[config.mk]
export PLATFORM = sky130hd
export DESIGN_NAME = gcd_engine
export DESIGN_NICKNAME = d
export VERILOG_FILES = /design/src/rtl/gcd_engine.sv
export SDC_FILE = /design/constraint.sdc
export NUM_CORES = 1
export LEC_CHECK = 0
export CAP_MARGIN = 20
export CELL_PAD_IN_SITES_DETAIL_PLACEMENT = 0
export CELL_PAD_IN_SITES_GLOBAL_PLACEMENT = 1
export CORE_ASPECT_RATIO = 1.1
export CORE_MARGIN = 2
export CORE_UTILIZATION = 47
export CTS_CLUSTER_DIAMETER = 30
export DETAILED_ROUTE_END_ITERATION = 10
export GPL_TIMING_DRIVEN = 1
export MAX_ROUTING_LAYER = met4
export PLACE_DENSITY_LB_ADDON = 0.25
export SYNTH_ARGS = -nofsm -noshare
export SYNTH_HDL_FRONTEND = slang
export SYNTH_SLANG_ARGS = --single-unit
[constraint.sdc]
create_clock -name clk -period 6.65 [get_ports clk]
set_clock_uncertainty 0.05 [all_clocks]
set_input_delay 0.9975 -clock clk [delete_from_list [all_inputs] [get_ports clk]]
set_output_delay 0.9975 -clock clk [all_outputs]
set_load 0.03 [all_outputs]
[src/rtl/gcd_engine.sv]
// Binary (Stein) GCD engine with valid/ready handshakes on operand input and result output.
// One operand pair is in flight at a time; results are held until the consumer accepts them.
module gcd_engine #(
   parameter int WIDTH = 8,
   parameter int CNT_W = $clog2(2*WIDTH+2)
) (
   input  logic             clk,
   input  logic             rst,
   input  logic             in_valid,
   output logic             in_ready,
   input  logic [WIDTH-1:0] a,
   input  logic [WIDTH-1:0] b,
   output logic             out_valid,
   input  logic             out_ready,
   output logic [WIDTH-1:0] gcd,
   output logic             coprime,
   output logic             zero_in,
   output logic [CNT_W-1:0] cycles
);

   localparam int K_W = (WIDTH > 2) ? $clog2(WIDTH) : 1;

   localparam logic [WIDTH-1:0] ZERO_W  = {WIDTH{1'b0}};
   localparam logic [WIDTH-1:0] ONE_W   = {{(WIDTH-1){1'b0}}, 1'b1};
   localparam logic [CNT_W-1:0] CNT_ONE = {{(CNT_W-1){1'b0}}, 1'b1};
   localparam logic [CNT_W-1:0] CNT_MAX = {CNT_W{1'b1}};
   localparam logic [K_W-1:0]   K_ONE   = {{(K_W-1){1'b0}}, 1'b1};
   localparam logic [K_W-1:0]   K_MAX   = {K_W{1'b1}};

   typedef enum logic [1:0] {
      IDLE = 2'd0,
      CALC = 2'd1,
      DONE = 2'd2
   } state_t;

   state_t           state_r;
   logic [WIDTH-1:0] u_r;
   logic [WIDTH-1:0] v_r;
   logic [K_W-1:0]   k_r;
   logic [CNT_W-1:0] cnt_r;
   logic [WIDTH-1:0] gcd_r;
   logic             coprime_r;
   logic             zero_in_r;
   logic [CNT_W-1:0] cycles_r;
   logic             in_ready_r;
   logic             out_valid_r;

   logic [WIDTH-1:0] shifted_s;
   logic [WIDTH-1:0] diff_uv_s;
   logic [WIDTH-1:0] diff_vu_s;
   logic [CNT_W-1:0] cnt_inc_s;
   logic [K_W-1:0]   k_inc_s;
   logic             a_zero_s;
   logic             b_zero_s;

   // Datapath helpers for one Stein step; counters saturate rather than wrap.
   always_comb begin
      shifted_s = u_r << k_r;
      diff_uv_s = u_r - v_r;
      diff_vu_s = v_r - u_r;
      a_zero_s  = (a == ZERO_W);
      b_zero_s  = (b == ZERO_W);
      if (cnt_r == CNT_MAX) begin
         cnt_inc_s = cnt_r;
      end else begin
         cnt_inc_s = cnt_r + CNT_ONE;
      end
      if (k_r == K_MAX) begin
         k_inc_s = k_r;
      end else begin
         k_inc_s = k_r + K_ONE;
      end
   end

   // Control FSM, working registers and registered result fields.
   always_ff @(posedge clk or posedge rst) begin
      if (rst) begin
         state_r     <= IDLE;
         u_r         <= ZERO_W;
         v_r         <= ZERO_W;
         k_r         <= {K_W{1'b0}};
         cnt_r       <= {CNT_W{1'b0}};
         gcd_r       <= ZERO_W;
         coprime_r   <= 1'b0;
         zero_in_r   <= 1'b0;
         cycles_r    <= {CNT_W{1'b0}};
         in_ready_r  <= 1'b0;
         out_valid_r <= 1'b0;
      end else begin
         case (state_r)
            IDLE: begin
               if (in_valid && in_ready_r) begin
                  u_r        <= a;
                  v_r        <= b;
                  k_r        <= {K_W{1'b0}};
                  cnt_r      <= {CNT_W{1'b0}};
                  in_ready_r <= 1'b0;
                  // A zero operand makes the answer the other operand; skip CALC.
                  if (a_zero_s || b_zero_s) begin
                     gcd_r       <= a | b;
                     zero_in_r   <= a_zero_s && b_zero_s;
                     coprime_r   <= ((a | b) == ONE_W);
                     cycles_r    <= {CNT_W{1'b0}};
                     out_valid_r <= 1'b1;
                     state_r     <= DONE;
                  end else begin
                     state_r <= CALC;
                  end
               end else begin
                  in_ready_r <= 1'b1;
               end
            end
            CALC: begin
               cnt_r <= cnt_inc_s;
               if (u_r == v_r) begin
                  gcd_r       <= shifted_s;
                  coprime_r   <= (shifted_s == ONE_W);
                  zero_in_r   <= 1'b0;
                  cycles_r    <= cnt_inc_s;
                  out_valid_r <= 1'b1;
                  state_r     <= DONE;
               end else if (!u_r[0] && !v_r[0]) begin
                  u_r <= u_r >> 1;
                  v_r <= v_r >> 1;
                  k_r <= k_inc_s;
               end else if (!u_r[0]) begin
                  u_r <= u_r >> 1;
               end else if (!v_r[0]) begin
                  v_r <= v_r >> 1;
               end else if (u_r > v_r) begin
                  u_r <= diff_uv_s >> 1;
               end else begin
                  v_r <= diff_vu_s >> 1;
               end
            end
            DONE: begin
               if (out_ready) begin
                  out_valid_r <= 1'b0;
                  in_ready_r  <= 1'b1;
                  state_r     <= IDLE;
               end else begin
                  out_valid_r <= 1'b1;
               end
            end
            default: begin
               state_r     <= IDLE;
               in_ready_r  <= 1'b0;
               out_valid_r <= 1'b0;
            end
         endcase
      end
   end

   assign in_ready  = in_ready_r;
   assign out_valid = out_valid_r;
   assign gcd       = gcd_r;
   assign coprime   = coprime_r;
   assign zero_in   = zero_in_r;
   assign cycles    = cycles_r;

endmodule
* Word level (Yosys, flattened, before mapping)
Cells that the tools add are included.
Storage, ports and cells: register bits 43, input port bits 20, output and inout bits 17, word-level logic and storage cells 110
Operators by class: add/subtract/negate cells 4, $lt $le $gt $ge 1, equal/unequal tests 18, shift-type cells 1, muxes and demuxes 51, bitwise operators 2, reduce and logical (&&, ||, !) cells 20
Operator list (number):
- $mux 8 | 15
- $pmux 8 s2 | 3
- $mux 5 | 5
- $pmux 5 s2 | 2
- $eq 8x1->1 const B | 2
- $logic_not 8->1 | 2
- $sub 8x8->8 | 2
- $reduce_and 5->1 | 3
- $ne 2x2->1 const B | 7
- $mux 1 | 12
- $mux 3 | 4
- $ne 4x4->1 const B | 3
- $reduce_and 3->1 | 3
- $eq 8x8->1 | 1
- $gt 8x8->1 | 1
- $mux 2 | 4
- $or 8x8->8 | 1
- $reduce_and 4->1 | 2
- $shl 8x3->8 | 1
- $pmux 1 s3 | 2
- $pmux 2 s3 | 1
- $pmux 3 s2 | 1
- $add 5x1->5 const B | 1
- $eq 5x5->1 const B | 1
- 13 further kinds | 18

* Logic depth before layout (Yosys ltp)
Gate-level depths: netlist of run 1.
word-level depth 7, mapped depth 10, gate-level depth less buffers 9

* Worst setup path before layout of run 1
No wires, ideal clock.
path type register -> register, start register u_r[0], end register u_r[1], setup time 125 ps, data arrival time 2607 ps, data required time 6475 ps, path slack 3868 ps, cell stages (with the launch flop) 10, buffers on the path 0, period minus slack after synthesis 2782 ps, path through dfrtp_1 -> inv_1 -> ha_1 -> fa_1 -> and2b_4 -> o2111ai_4 -> a211oi_4 -> nor4_4 -> nor2_4 -> mux2_4
On the way: cells in the longest elaborated chain, start to end 7, elaborated cells on any way between the ends 15, those cells by class 1 x add/sub; 1 x order compare; 4 x eq/ne; 6 x mux; 3 x reduce/logical
RTL lines:
- start, declared | line 37 | logic [WIDTH-1:0] u_r;
- start signal, assigned | line 123 | u_r <= u_r >> 1;
- start signal, assigned | line 127 | u_r <= u_r >> 1;
- start signal, assigned | line 131 | u_r <= diff_uv_s >> 1;
- $sub 8x8->8 | line 59 | diff_uv_s = u_r - v_r;
- $mux 8 | line 130 | end else if (u_r > v_r) begin
- $mux 8 | line 128 | end else if (!v_r[0]) begin
- $mux 8 | line 126 | end else if (!u_r[0]) begin
- $mux 8 | line 122 | end else if (!u_r[0] && !v_r[0]) begin
- $mux 8 | line 115 | if (u_r == v_r) begin
- $pmux 8 s2 | line 90 | case (state_r)
Several ways; a longest one is shown, not always the timed one. The select of a mux whose other input is x is not followed. A chain may end at the register's enable or synchronous reset.

* Worst setup path after layout of run 1
Ends and elaborated chain as after synthesis.

==> results of run 1 <==
[flip-flops by register name, summed over array words and instances, names as in the netlist]
register / count
in_ready: 1
out_valid: 1
k_r: 3
cycles: 5
cnt_r: 5
u_r: 8
zero_in: 1
state_r: 2
v_r: 8
gcd: 8
coprime: 1
[final timing paths]
check	end	depth (start not counted)
setup / recovery	u_r[1]	9
hold / removal	gcd[0]	2
setup reg to reg	u_r[1]	9
hold reg to reg	gcd[0]	2
max in group asynchronous	v_r[4]	3
min in group asynchronous	gcd[6]	3
[final cells by class]
class                   instances  area (um^2)  share of cell area (%)
flip-flops and latches         43         1076                   28.51
multi-input cells             279         2044                   54.18
clock buffers                   6        72.57                   1.923
clock inverters                 2        12.51                  0.3316
repair buffers                 40        390.4                   10.34
inverters                      20        75.07                   1.989
well taps                      82        102.6                   2.719
[power by group]
part           switching (mW)  internal [mW]  total [mW]
registers               0.154          0.374       0.528
logic                   0.895          0.682        1.58
clock network          0.0918         0.0735       0.165
total                    1.14           1.13        2.27
[through the flow]
stage / utilization (%) / total power, mW / cells / area (um^2)
6_report: 56.56 / 2.270 / 472 / 3774
4_1_cts: 56.56 / 2.277 / 472 / 3774
5_1_grt: 56.56 / 2.466 / 472 / 3774
2_1_floorplan: - / 1.745 / 360 / 3284
3_3_place_gp: 55.29 / 2.077 / 464 / 3689
3_5_place_dp: 55.29 / 2.106 / 464 / 3689
[placed cells by master, fill, tap and decap left out, types with 4 or more instances in the layout]
cell	synthesis	routed
nand2_1	34	34
inv_1	20	19
mux4_2	4	4
mux2i_1	5	5
nor3_1	5	5
o21a_1	4	4
o21ai_0	37	37
a21oi_1	24	24
clkbuf_8	0	5
dfrtp_1	43	43
mux2_4	6	6
nand3b_1	5	5
ha_1	21	21
nand3_1	6	6
a221oi_1	7	7
buf_4	2	4
nor2b_1	6	5
xnor2_1	8	8
nor4_1	5	5
nor2_1	27	27
a21o_1	6	6
nand2b_1	4	4
clkdlybuf4s50_1	0	36
o31ai_1	10	10
[layer usage]
metal / share of wire [%] / vias up / track usage [%]
met5: 0 / - / -
li1: - / 1364 / -
met2: 47 / 64 / 38.00
met1: 48 / 1331 / 32.64
met4: 0.86 / 0 / 4.570
met3: 4.8 / 7 / 2.880
[Yosys cell counts, drive strengths merged, types with 2 or more instances]
cell type / n / area share (%)
a22oi: 3 / 0.69
dfrtp: 43 / 33
mux4: 4 / 2.7
buf: 7 / 1.5
o41ai: 3 / 0.80
a32o: 3 / 0.91
a21oi: 25 / 3.9
a21o: 6 / 1.4
a21boi: 2 / 0.46
or3: 2 / 0.38
ha: 21 / 8.0
nand2b: 5 / 1.0
nand3b: 5 / 1.1
a211oi: 2 / 0.84
fa: 2 / 1.2
o21a: 4 / 0.91
a31oi: 2 / 0.38
or2: 2 / 0.38
nand3: 6 / 0.91
mux2i: 5 / 1.5
clkbuf: 11 / 1.3
nor3: 6 / 1.1
o2111ai: 3 / 1.3
and2: 3 / 0.57
inv: 20 / 2.3
o211ai: 3 / 0.69
o31ai: 11 / 2.7
nand2: 34 / 3.9
nor4: 6 / 1.6
o21ai: 37 / 5.6
mux2: 9 / 3.8
nor2: 29 / 3.8
xnor2: 8 / 2.1
a221oi: 8 / 2.3
xor2: 3 / 0.80
nor2b: 6 / 1.1
[worst max-delay path, cell delays in order (launching register included)]
cell	delay [ps]
dfrtp_1	460
inv_1	190
ha_1	260
fa_1	400
and2b_4	280
o2111ai_4	140
a211oi_4	490
nor4_4	110
nor2_4	290
mux2_4	330
[kinds of logic (layout without fill, tap and decap cells)]
group	after synthesis	in the layout	synth area share, %
xor gates and xnor gates	11	11	2.934
muxes	18	18	8.038
and+or+nand+nor	109	109	17.52
adders and majority gates	23	23	9.219
DFF	43	43	32.76
buffers and inverters	38	68	5.066
AOI/OAI and AO/OA	118	118	24.46
==> results by stage, run 1 <==
Global routing:
- Global routing finished with a remaining overflow of 0.
- For this run, the total global-route usage over all layers was measured as 23.61%.
- Entering global routing, the biggest net connects 44 pins.
- The global-route wire length before repair is 14.12 mm.
- The initial antenna violation count came to 0.
- The via count of the first global-routing pass was 2,760.

Placed design:
- The count of buffers inserted at the top-level ports is 36.
- The global placer's final weighted congestion is 0.8204.
- Detailed placement ended at an HPWL of 6.413 mm.
- The setup slack at placement is 3439 ps.

STA:
- Setup repair after global routing left no endpoint under its margin.
- The actual transition at the worst max-transition pin is 613.8 ps.
- The number of setup violations in the final report is 0.
- The worst slew slack as a fraction of its limit is 58.76%.
- The number of max-slew violations in the final report is 0.
- The top achievable clock speed is 322.0 MHz.
- The least setup slack across all paths after layout is 3545 ps.
- The total count of hold-check failures in the final report is 0.
- The post-route worst hold slack is 434.1 ps.
- Subtracting the final worst setup slack from the clock period gives 3105 ps.
- The post-route clock period utilization is 46.70%.
- The summed negative setup slack over all endpoints is 0 ps.

Final layout:
- The count of fill cells added during filler insertion is 618.
- The number of diodes added for antenna fixing is 0.
- The area growth from synthesis to layout is 14.90%.
- The share of post-route cells with drive strength above 1 is 10.26%.
- For this run, the post-layout net count is 432.

Worst setup path:
- The startpoint identified for the worst register-to-register timing path is u_r[0].
- The worst setup path is launched from a register.
- The worst setup path startpoint is u_r[0].
- The maximum fanout along the worst path is 7.
- The critical path is of the register to register type.
- The slack of the worst reg-to-reg path is 3540 ps.
- Data on the critical path arrives at its endpoint at 3240 ps.
- The worst path required time is 6790 ps.
- The capturing element type of the critical path is a register.

Routing:
- The first-pass detailed-route iteration total is 4.
- The post-detailed-route wirelength per cell is 17.90 um.
- The DRC violation count after routing is 0.
- The sum of routed wire length over all layers is 8.451 mm.
- The vias after detailed routing is 2,766.
- The detailed router's first-iteration violation count is 170.
- The number of routed nets with antenna violations is 0.
- The via density per instance is 5.860.

Yosys:
- The flip-flop cell with the highest count after synthesis is dfrtp_1.
- Averaged over all synthesized cells, the footprint is 9.123 um^2.
- The mapped cell area is 3284 um^2.
- The gate count after technology mapping is 360.
- The count of yosys warnings during synthesis is 0.
- The number of synthesized flops with an enable pin is 0.
- The post-synth net total is 403.
- Synthesis inferred 43 register bits.
- The share of the Yosys chip area taken by registers is 32.76%.
- Counting flops with an async set or reset pin after synthesis yields a share of 100.0%.
- Yosys mapped the design onto 60 distinct sky130hd cell types.

CTS:
- The tree built by TritonCTS fans out to 43 sinks.
- For the worst-skew pair, the clock arrives at the later sink with an insertion delay of 300 ps.
- TritonCTS built the clock tree.
- In this run, post-CTS hold repair placed 0 buffers.
- The total setup buffers inserted after CTS is 0.
- After clock tree synthesis, the clock-pin slew on the worst setup and hold paths is 80 ps.
- Clock tree synthesis inserted a total of 5 buffers.
- The maximum root-to-sink buffer count is 2.
- The post-cts repair resize count is 0.
- The CTS root buffer is clkbuf_8.
- The H-tree was split into 2 levels.

Power:
- The peak ir drop on the vdd network is 0.3443 mV.
- The leakage power of the design is 1.620 nW.
- Power spread over the standard cell area amounts to 601.6 nW/um^2.

Floorplan:
- The die covers 7674 um^2.
- The floorplan step set the die height to 91.68 um.
- After floorplanning, the core was sized to cover 6671 um^2.
- The initial utilization of the core area, before any placement, comes to 49.23%.
- The number of placement rows is 31.
- 37 I/O pins were placed.
- From left edge to right edge, the die measures 83.71 um.

Job:
- The total of max-cap violations is 0.

Outcome:
- The run finished with clean final reports.

Min path:
- The min-delay analysis places its worst path in the category register to register.
- The start point of the worst min-delay path is gcd[0].
Power figures use the tool's default switching activity.
==> run 2, diff against run 1 <==
Settings changed: CORE_UTILIZATION 47 to 44.
Clock period 6.65 ns to 2.9 ns, I/O delays scaled along.
==> run 2 against run 1 <==
Sequential power grew 110%. Largest cell class unchanged. Highest routed layer unchanged. Clock power grew to 2.6 times the previous value. Clock-buffer cell count grew 1. Global-route usage is essentially flat. Combinational power grew 150%. Final cell count grew 5.1%. Core utilization shrank 2.7 points.
==> results by stage, run 2 (synthesis gave the netlist of run 1 again) <==
Outcome:
- The run finished with clean final reports.

Global routing:
- The global-route wire length before repair is 14.49 mm (+2.6%).
- The layer flagged by global routing as most heavily used is met2.
- The total track usage came to 23.61% (about the same).
- The met1 usage is 30.05% (-2.6 points).
- The largest net degree at the start of global routing came to 31 (-30%).
- The sum of overflow across all layers after global routing was 0 (unchanged).
- The initial antenna violation count is 0 (unchanged).
- The fraction of met2 tracks used by global routing came to 37.88% (-0.12 points).
- The via count of the first global-routing pass is 2,826 (+2.4%).
- The met3 track demand over resource was 3.059% (+0.18 points).

Floorplan:
- The chip height came to 94.62 um (+3.2%).
- The die outline area is 8172 um^2 (+6.5%).
- The count of pins on the block boundary was 37 (unchanged).
- The number of placement rows came to 33 (+6.5%).
- The floorplan die width is 86.38 um (+3.2%).
- The initial core utilization came to 44.69% (-4.5 points).
- The core box area is 7350 um^2 (+10%).

CTS:
- The clock-pin slew on the worst setup and hold paths is 90 ps (about the same).
- Clock tree synthesis selected as its root buffer the cell clkbuf_8.
- The number of buffers inserted during clock tree synthesis came to 5 (unchanged).
- TritonCTS built the clock tree.
- The maximum root-to-sink buffer count is 2 (unchanged).
- The number of levels in the clock H-tree is 2 (unchanged).
- The number of sinks handled by clock tree synthesis is 43 (unchanged).
- The insertion delay of the later-clocked pin in the worst-skew pair is 300 ps (about the same).

Worst setup path:
- The data arrival time at the worst-slack endpoint is 2840 ps (-400 ps).
- The depth of the worst register-to-register path is 8 (-1).
- The launch instance of the worst register-to-register path is v_r[0].
- In this run the worst setup path terminates at u_r[5].
- The slack of the worst reg-to-reg path came to 190 ps (-3350 ps).
- STA classifies the critical path startpoint as a register.
- The capturing element type of the critical path is a register.
- The type of the setup path with the least slack is register to register.
- The maximum fanout along the worst path is 7 (unchanged).
- The worst path required time came to 3030 ps (-3760 ps).
- The worst register-to-register path ends at u_r[5].
- The worst setup path startpoint is v_r[0].

Routing:
- The detailed router's first-iteration violation count was 150 (-12%).
- The vias after detailed routing is 2,871 (+3.8%).
- The via density per instance was 5.788 (-1.2%).
- The post-detailed-route wirelength per cell is 17.69 um (-1.2%).
- The DRC violation count after routing was 0 (unchanged).
- The sum of routed wire length over all layers is 8.773 mm (+3.8%).
- The number of routed nets with antenna violations was 0 (unchanged).
- The first-pass detailed-route iteration total was 4 (unchanged).

Final layout:
- The number of diodes added for antenna fixing was 0 (unchanged).
- The top cell types in the final layout, fill and taps aside, are dfrtp_1, o21ai_0, clkdlybuf4s50_1.
- The most common cell after layout, fill and taps aside is dfrtp_1.
- The final standard cell utilization of the core is 53.90% (-2.7 points).
- The count of fill cells added during filler insertion came to 691 (+12%).
- From synthesis to final layout, the design area changed by 20.61%.
- The count of nets after finishing is 451 (+4.4%).
- The final non-filler cell total is 496 (+5.1%).
- The share of post-route cells with drive strength above 1 is 14.67% (+4.4 points).

Placed design:
- The number of placed instances, taps included was 486 (+4.7%).
- The HPWL reported at the end of detailed placement is 6.957 mm (+8.5%).
- The count of buffers inserted at the top-level ports is 36 (unchanged).
- The setup slack at placement is 113.3 ps (-3326 ps).
- The global placer's final weighted congestion is 0.8518 (+3.8%).

Power:
- The sequential power share was 20.4% (-2.9 points).
- The fraction of power spent switching nets is 48.49% (-1.7 points).
- The portion of total power attributed to combinational logic was 71.8% (+2.3 points).
- The internal power consumption is 2.830 mW (+150%).
- The leakage power of the design came to 1.729 nW (+6.7%).
- The cell area power density is 1387 nW/um^2 (+130%).
- The part of the power in the clock network is 7.9% (+0.6 points).
- The switching component of the power is 2.664 mW (+130%).
- The peak ir drop on the vdd network is 0.8341 mV (+140%).

Min path:
- The worst hold path belongs to the class primary input to asynchronous set/reset pin.

STA:
- The actual transition at the worst max-transition pin was 630.5 ps (+16.65 ps).
- The least setup slack across all paths after layout is 191.8 ps (-3353 ps).
- The summed negative setup slack over all endpoints is 0 ps (unchanged).
- The total count of hold-check failures in the final report is 0 (unchanged).
- The clock period minus final worst setup slack came to 2708 ps (-397.2 ps).
- The worst slew slack as a fraction of its limit came to 57.81% (-0.95 points).
- The top achievable clock speed was 369.3 MHz (+15%).
- The post-route worst hold slack is 331.4 ps (-102.7 ps).
- Setup repair after global routing left no endpoint under its margin.
- The number of max-slew violations in the final report is 0 (unchanged).
- The post-route clock period utilization is 93.38% (+47 points).
- The number of setup violations in the final report is 0 (unchanged).

Job:
- The total of max-cap violations was 0 (unchanged).
-- run 2: cell type report --
class | count | area [um^2] | area share, %
tap | 87 | 108.9 | 2.748
sequential | 43 | 1076 | 27.16
clock buffer | 7 | 96.34 | 2.432
clock inverter | 1 | 7.507 | 0.1895
multi-input combinational | 279 | 2044 | 51.61
timing repair buffer | 59 | 553.0 | 13.96
inverter | 20 | 75.07 | 1.895
-- run 2: what timing repair did --
item | CTS | global route
hold buffers | 0 | 0
hold endpoints to repair | 0 | 0
resized for setup | 0 | 0
endpoints found under the setup margin | 0 | 11
setup buffers | 0 | 1
-- run 2: worst max-delay path: stages, from the launching register on --
cell,delay [ps]
dfrtp_1,420
ha_1,220
fa_1,390
and2b_4,280
o2111ai_4,130
a211oi_4,400
nor4_4,100
nor2_4,280
mux2_4,320
-- run 2: power groups by stage --
stage,logic (mW),registers (mW),clock network (mW)
floorplan,2.76,1.24,0
global placement,3.88,1.13,0
detailed placement,3.91,1.13,0
CTS,3.92,1.12,0.444
global route,4.38,1.16,0.463
finish,3.94,1.12,0.433
-- run 2: metal layers --
metal | vias up | part of all wire, %
li1 | 1409 | -
met4 | 0 | 3.3
met2 | 71 | 48
met3 | 19 | 3.6
met1 | 1372 | 45
met5 | - | 0
-- run 2: worst min-delay path by stage --
stage / start / end / slack [ps] / cells after the start
finish: rst / k_r[0] / 330 / 2
global placement: coprime / coprime / 410 / 2
CTS: cycles[2] / cycles[2] / 440 / 1
detailed placement: cycles[2] / cycles[2] / 410 / 1
global route: rst / gcd[2] / 350 / 2
floorplan: cnt_r[3] / cnt_r[3] / 430 / 2
-- run 2: metrics by stage --
| stage | instance area [um^2] | power, mW |
|---|---|---|
| floorplan | 3284 | 4.002 |
| global placement | 3822 | 5.004 |
| detailed placement | 3822 | 5.046 |
| CTS | 3926 | 5.487 |
| global route | 3961 | 5.996 |
| finish | 3961 | 5.494 |
==> run 3, diff against run 2 <==
Settings changed: CORE_UTILIZATION 44 to 35.
==> run 3 against run 2 <==
Non-clock buffer count is the same. Via count grew 1.4%. First-iteration DRC count increased by 3.3%. Worst setup slack worse by 63 ps. Sequential power about the same. Clock-buffer cell count is 2 lower. Flip-flop and latch count unchanged. Die area increased by 25%. Critical path depth did not move. Worst hold slack better by 38 ps. Power rose by 3.0%. Sequential share of layout area fell by 0.18 points. Largest power group unchanged.
==> results by stage, run 3 (synthesis gave the netlist of run 1 again) <==
Floorplan:
- The chip height is 105.6 um (+12%).
- The number of placement rows is 37 (+12%).
- The die outline area is 10,180 um^2 (+25%).
- The floorplan die width is 96.36 um (+12%).
- The count of pins on the block boundary is 37 (unchanged).
- The initial core utilization is 35.47% (-9.2 points).
- The core box area is 9259 um^2 (+26%).

CTS:
- The maximum root-to-sink buffer count is 2 (unchanged).
- The post-cts repair resize count is 0 (unchanged).
- The number of buffers inserted for hold repair after clock tree synthesis is 0 (unchanged).
- The total setup buffers inserted after CTS was 0 (unchanged).
- The number of buffers inserted during clock tree synthesis is 5 (unchanged).
- The CTS root buffer is clkbuf_8.
- The insertion delay of the later-clocked pin in the worst-skew pair came to 310 ps (about the same).
- The number of sinks handled by clock tree synthesis came to 43 (unchanged).
- The clock-pin slew on the worst setup and hold paths is 90 ps (about the same).
- The CTS tree is yes.
- The number of levels in the clock H-tree is 2 (unchanged).

Worst setup path:
- The end of the worst register-to-register path is u_r[5].
- The data arrival time at the worst-slack endpoint is 2910 ps (+70 ps).
- The slack of the worst reg-to-reg path is 130 ps (-60 ps).
- The depth of the worst register-to-register path is 8 (unchanged).
- The termination of the worst setup path is u_r[5].
- The worst path required time came to 3040 ps (about the same).
- The type of the setup path with the least slack is register to register.
- The capturing element type of the critical path is a register.
- The launch instance of the worst register-to-register path is v_r[0].
- The worst setup path is launched from a register.
- In this run the worst setup path begins at v_r[0].
- The maximum fanout along the worst path is 7 (unchanged).

STA:
- The number of setup violations in the final report came to 0 (unchanged).
- The clock period minus final worst setup slack is 2771 ps (+63.00 ps).
- The post-route worst hold slack came to 369.4 ps (+37.97 ps).
- The post-route clock period utilization is 95.56% (+2.2 points).
- Setup repair after global routing left no endpoint under its margin.
- The number of max-slew violations in the final report is 0 (unchanged).
- The least setup slack across all paths after layout is 128.8 ps (-63.00 ps).
- The actual transition at the worst max-transition pin came to 739.9 ps (+109.4 ps).
- The top achievable clock speed is 360.9 MHz (-2.3%).
- The total count of hold-check failures in the final report was 0 (unchanged).
- The worst slew slack as a fraction of its limit is 50.67% (-7.1 points).
- The summed negative setup slack over all endpoints is 0 ps (unchanged).

Global routing:
- The met1 usage is 27.57% (-2.5 points).
- The global-route wire length before repair is 15.57 mm (+7.4%).
- The largest net degree at the start of global routing is 29 (-6.5%).
- The initial antenna violation count is 0 (unchanged).
- The fraction of met2 tracks used by global routing is 31.85% (-6.0 points).
- The via count of the first global-routing pass is 2,954 (+4.5%).
- The met3 track demand over resource is 2.716% (-0.34 points).
- The total track usage is 20.55% (-3.1 points).
- The sum of overflow across all layers after global routing is 0 (unchanged).
- The most utilized layer in the global route result is met2.

Power:
- The cell area power density came to 1420 nW/um^2 (+2.4%).
- The leakage power of the design is 1.729 nW (about the same).
- The total chip power came to 5.662 mW (+3.0%).
- The peak ir drop on the vdd network is 0.5413 mV (-35%).

Routing:
- The detailed router's first-iteration violation count came to 155 (+3.3%).
- The DRC violation count after routing is 0 (unchanged).
- The sum of routed wire length over all layers came to 9.604 mm (+9.5%).
- The via density per instance is 5.536 (-4.4%).
- The vias after detailed routing is 2,912 (+1.4%).
- The number of routed nets with antenna violations was 0 (unchanged).
- The post-detailed-route wirelength per cell was 18.26 um (+3.2%).
- The first-pass detailed-route iteration total is 4 (unchanged).

Final layout:
- The final non-filler cell total was 526 (+6.0%).
- The top cell types in the final layout, fill and taps aside, are dfrtp_1, o21ai_0, clkdlybuf4s50_1.
- The library cell used most frequently in the layout, excluding fill and tap cells, is dfrtp_1.
- The count of nets after finishing is 451 (unchanged).
- The share of post-route cells with drive strength above 1 is 14.67% (unchanged).
- The final standard cell utilization of the core is 43.07% (-11 points).
- The count of fill cells added during filler insertion is 932 (+35%).
- The number of diodes added for antenna fixing was 0 (unchanged).
- The area of all placed cells without fillers is 3988 um^2 (+0.66%).
- From synthesis to final layout, the design area changed by 21.41%.

Outcome:
- The run finished with clean final reports.

Job:
- The total of max-cap violations was 0 (unchanged).

Placed design:
- The global placer's final weighted congestion is 0.8334 (-2.2%).
- The HPWL reported at the end of detailed placement is 7.578 mm (+8.9%).
- The count of buffers inserted at the top-level ports is 36 (unchanged).
- The placed standard-cell area is 3875 um^2 (+1.4%).
- The number of placed instances, taps included came to 518 (+6.6%).
- The setup slack at placement came to 156.8 ps (+43.52 ps).

Min path:
- The type of the tightest min-delay check is primary input to asynchronous set/reset pin.
## run 3: cell types whose count changed in the layout (fill, tap and decap cells not counted), sizes merged
cell      delta
clkbuf       -2
clkinv       +2
clkinvlp     -1
bufinv       +1
## run 3: final cells by class
class	count	area (um^2)	share of cell area [%]
Multi-Input combinational cell	279	2044	51.27
Sequential cell	43	1076	26.98
Timing Repair Buffer	59	533.0	13.37
Tap cell	117	146.4	3.671
Inverter	20	75.07	1.883
Clock buffer	5	68.82	1.726
Clock inverter	3	43.79	1.098
## run 3: worst max-delay path, stage by stage, from the launching register on
cell and delay (ps):
dfrtp_1 420, ha_1 230, fa_1 400, and2b_4 280
o2111ai_4 140, a211oi_4 420, nor4_4 100, nor2_4 280
mux2_4 330
## run 3: how the worst min path moves through the flow
stage | startpoint | to | slack (ps) | depth (start not counted)
final | rst | gcd[6] | 370 | 2
after global routing | rst | gcd[6] | 410 | 2
after CTS | rst | cycles[0] | 380 | 2
after detailed placement | cycles[0] | cycles[0] | 420 | 2
after global placement | cycles[0] | cycles[0] | 410 | 2
after floorplan | cnt_r[3] | cnt_r[3] | 430 | 2
## run 3: metal layers
metal	vias up	share of wire, %
met2	71	48
met5	-	0
met1	1413	45
li1	1409	-
met3	19	4.0
met4	0	2.7
## run 3: report_power, final
part	total, mW	switching [mW]	internal [mW]
Clock	0.493	0.236	0.257
Sequential	1.14	0.283	0.859
Combinational	4.03	2.26	1.76
Total	5.66	2.78	2.88
